==> config.mk <==
export PLATFORM = sky130hd
export DESIGN_NAME = down_counter_lvc191
export DESIGN_NICKNAME = d
export VERILOG_FILES = /design/src/rtl/counter_pkg.sv /design/src/rtl/down_counter_lvc191.sv
export SDC_FILE = /design/constraint.sdc
export NUM_CORES = 1
export LEC_CHECK = 0
export ABC_AREA = 1
export CAP_MARGIN = 20
export CORE_MARGIN = 3
export CORE_UTILIZATION = 39
export CTS_CLUSTER_SIZE = 40
export DETAILED_ROUTE_END_ITERATION = 16
export GPL_TIMING_DRIVEN = 1
export PLACE_DENSITY = 0.8
export SETUP_SLACK_MARGIN = 0.15
export SYNTH_ARGS = -nofsm -noshare
export SYNTH_HDL_FRONTEND = slang
export SYNTH_SLANG_ARGS = --single-unit
export TNS_END_PERCENT = 5
==> constraint.sdc <==
create_clock -name CP -period 1.1 [get_ports CP]
set_input_delay 0.22 -clock CP [delete_from_list [all_inputs] [get_ports CP]]
set_output_delay 0.22 -clock CP [all_outputs]
set_load 0.01 [all_outputs]
==> src/rtl/counter_pkg.sv <==
// Shared constants for the LVC-style up/down counter family.
// Width-generic values are stored at MAX_WIDTH and cast down to the instance
// width by each counter, so a single package serves every width.
package counter_pkg;

    localparam int unsigned DEFAULT_WIDTH = 4;
    localparam int unsigned MAX_WIDTH     = 64;

    localparam logic [MAX_WIDTH-1:0] ZERO     = '0;
    localparam logic [MAX_WIDTH-1:0] ONE      = MAX_WIDTH'(1);
    // Truncating this to WIDTH bits gives the WIDTH-bit all-ones value.
    localparam logic [MAX_WIDTH-1:0] ALL_ONES = '1;

endpackage

==> src/rtl/down_counter_lvc191.sv <==
// Presettable, cascadable binary down counter with auto-reload and a
// registered borrow pulse; usable as a modulo-N divider or interval timer.
//
// Ports:
//   CP   clock, rising edge
//   CR   asynchronous active-low clear (Q, reload register, BO)
//   PE   synchronous active-low parallel load of D into Q and reload register
//   CEP  count enable (parallel)
//   CET  count enable (trickle), also gates TC
//   AR   1: reload from reload register at terminal count, 0: wrap to all-ones
//   D    parallel data
//   Q    registered count
//   TC   combinational terminal count / borrow-out for cascading
//   BO   registered one-cycle borrow pulse
module down_counter_lvc191
    import counter_pkg::*;
#(
    parameter int unsigned WIDTH = DEFAULT_WIDTH
) (
    input  logic             CP,
    input  logic             CR,
    input  logic             PE,
    input  logic             CEP,
    input  logic             CET,
    input  logic             AR,
    input  logic [WIDTH-1:0] D,
    output logic [WIDTH-1:0] Q,
    output logic             TC,
    output logic             BO
);

    localparam logic [WIDTH-1:0] Q_ZERO = WIDTH'(ZERO);
    localparam logic [WIDTH-1:0] Q_ONE  = WIDTH'(ONE);
    localparam logic [WIDTH-1:0] Q_ONES = WIDTH'(ALL_ONES);

    logic [WIDTH-1:0] rv;
    logic             ce;
    logic             q_is_zero;

    // Count step: decrement, or at zero either reload or wrap to all-ones.
    function automatic logic [WIDTH-1:0] next_q(
        input logic [WIDTH-1:0] q,
        input logic [WIDTH-1:0] reload,
        input logic             auto_reload
    );
        if (q == Q_ZERO) begin
            return auto_reload ? reload : Q_ONES;
        end
        return q - Q_ONE;
    endfunction

    assign ce        = CET & CEP;
    assign q_is_zero = (Q == Q_ZERO);

    // Borrow-out for the next stage; deliberately independent of CEP.
    assign TC = CET & PE & q_is_zero;

    // Count, load and reload state with asynchronous clear.
    always_ff @(posedge CP or negedge CR) begin
        if (!CR) begin
            Q  <= Q_ZERO;
            rv <= Q_ZERO;
            BO <= 1'b0;
        end else if (!PE) begin
            Q  <= D;
            rv <= D;
            BO <= 1'b0;
        end else if (ce) begin
            Q  <= next_q(Q, rv, AR);
            BO <= q_is_zero;
        end else begin
            BO <= 1'b0;
        end
    end

endmodule

==> flow_summary.yaml <==
finish:
  layout-drive-gt1-share_pct: 32.7
  diodes: 0
  syn2layout_area_growth_pct: 67.8
  fin_nets: 122
  final_cell_area_sq_um: 888
synth:
  yosysWarningCount: 0
  ys_types: 14
  synth_top_area_share_pct: 42.6
  synth_commonest_cells: "nand2_1 (26), inv_1 (16), dfrtp_1 (9)"
  post-synth-top-count-cell: "nand2_1"
  post_synth_instance_area_sq_um: 529
  async_flop_share_pct: 100
  ys.flop_type: "dfrtp_1"
  synth_area_leaders: "dfrtp_1 (43%), nand2_1 (18%), inv_1 (11%)"
  syn_inst: 75
  synth_edf_count: 0
  synth_seq_cells: 9
  yosysTopAreaCell: "dfrtp_1"
  synth_nets: 86
  syn_avg_cell_area_sq_um: 7.06
  yosysSeqAreaShare_pct: 42.6
clock_tree:
  cts_buffers: 3
  clk_pin_slew_ps: 70
  clockBufferDepth: 2
  clock_sinks: 9
  htreeDepth: 1
  clk_latency_ps: 260
  root_buffer: "clkbuf_4"
  cts_tree: "done"
  hold_buffers: 0
routing:
  routedWlPerCell_microns: 13.0
  vias_per_cell: 5.19
  drtIter0Drc: 23
  vias: 643
  drtAntennaViolNets: 0
  drt-pass1-iter-count: 4
  drc: 0
  wl_microns: 1610
outcome:
  violations: "setup timing"
  status: "finished with violations"
sta:
  clock_skew_ps: 3.41
  period_share_pct: 138
  hold_viol: 0
  fin_setup_tns_ps: -1310
  setup_ws_ps: -414
  slew_headroom_pct: 87.0
  report.final.slew_viol_count: 0
  timing.fmax_mhz: 660
  rsz0062_at_grt: "true"
  tightest_slew_ps: 196
  setup_violations: 10
  whs_ps: 243
  period_minus_slack_ps: 1510
power:
  power_mw: 1.05
  p_int_mw: 0.713
  vdd_drop_max_uv: 777
  pwr-share-seq_pct: 36.4
  switching_share_pct: 31.9
  pwr-share-clk_pct: 25.5
  comb_power_share_pct: 38.1
  switching_power_mw: 0.334
  power_density_mw_per_mm2: 1180
  p_leak_nw: 0.478
die:
  fp.dieArea_sq_mm: 0.00184
  io_pins: 16
  die_w_microns: 42.8
  die_h_microns: 42.8
  core_area_sq_mm: 0.00119
  fp-row-count: 12
  initial_core_util_pct: 44.6
setup_path:
  crit_type: "flop to output pin"
  cp-start-kind: "flop"
  path_max_fanout: 2
  required_ps: 880
  crit_arrival_ps: 1290
  worstSetupEndpointType: "output pin"
grt:
  grt_overflow: 0
  grt_pass1_wl_microns: 2610
  grt_max_degree: 10
  grtUsageTotal_pct: 18.7
  first_global_vias: 669
  antenna_found_initial: 0
place:
  dpl_cell_area_sq_um: 811
  io_buffers: 15
  hpwl_microns: 1120
  pre_cts_ws_ps: -588
  gp_routability_congestion: 0.813
min_path:
  hp-class: "input pin to async pin"
flow_run:
  drv_cap: 0
metrics by stage:
stage / utilization, % / instances
floorplan: - / 75
global route: 74.9 / 124
detailed placement: 68.4 / 116
global placement: 68.4 / 116
finish: 74.9 / 124
CTS: 73.8 / 123
logic make-up after synthesis:
| kind of cell | Yosys count | synth area share [%] |
|---|---|---|
| buf+inv | 17 | 13.5 |
| compound gates | 7 | 7.09 |
| fa+ha+maj | 1 | 2.36 |
| flops | 9 | 42.6 |
| simple gates | 41 | 34.5 |
placed cells by master, fill, tap and decap left out, drive strengths merged:
master	synthesis	routed
nand2	27	27
buf	1	23
inv	16	16
dfrtp	9	9
clkdlybuf4s50	0	8
nor2	7	7
nand3	5	5
o21ai	5	5
clkbuf	0	4
o22ai	2	2
nor3	1	1
nand3b	1	1
ha	1	1
dlygate4sd2	0	1
layout make-up:
type | count | area (sq um)
Inverter | 16 | 60.1
Multi-Input combinational cell | 49 | 270
Tap cell | 14 | 17.5
Fill cell | 97 | 298
Timing Repair Buffer | 32 | 289
Clock buffer | 4 | 26.3
Sequential cell | 9 | 225
critical path, cell delays in order (launching register included):
cell	delay, ps
dfrtp_1	400
inv_2	80
ha_4	130
inv_2	40
nor2_4	110
nand2_4	80
nor2_4	80
buf_6	100
sequential cells by signal, summed over array words and instances (netlist names):
| signal | count |
|---|---|
| BO | 1 |
| rv | 4 |
| Q | 4 |
power groups by stage:
stage | clock network, mW | registers (mW) | logic [mW]
after floorplan | 0 | 0.399 | 0.145
after global placement | 0 | 0.386 | 0.330
after detailed placement | 0 | 0.388 | 0.343
after CTS | 0.265 | 0.381 | 0.378
after global routing | 0.285 | 0.384 | 0.431
final | 0.266 | 0.381 | 0.399
routing by layer:
metal	vias up	routed length, microns	GRT usage, %	part of all wire [%]
met5	-	0	0	0
met4	0	53	10.6	3.3
met3	9	120	5.51	7.5
met2	27	822	34.1	51
met1	310	609	18.4	38
li1	297	-	-	-
worst paths after layout:
| check | to | cells after the start | startpoint | slack [ps] |
|---|---|---|---|---|
| min reg2reg | rv[0]$_DFFE_PN0N_ | 2 | rv[0]$_DFFE_PN0N_ | 500 |
| min in group CP | rv[0]$_DFFE_PN0N_ | 2 | rv[0]$_DFFE_PN0N_ | 500 |
| max reg2reg | Q[3]$_DFFE_PN0P_ | 10 | Q[1]$_DFFE_PN0P_ | -190 |
| min | rv[2]$_DFFE_PN0N_ | 2 | CR | 240 |
| max | TC | 7 | Q[1]$_DFFE_PN0P_ | -410 |
| max in group asynchronous | Q[1]$_DFFE_PN0P_ | 2 | CR | 720 |
what timing repair did:
action / in CTS / in global routing
pin swaps: 4 / 0
resized for setup: 34 / 1
hold endpoints to repair: 0 / 0
endpoints found under the setup margin: 12 / 11
setup buffers: 3 / 1
(Power assumes the default switching activity.)
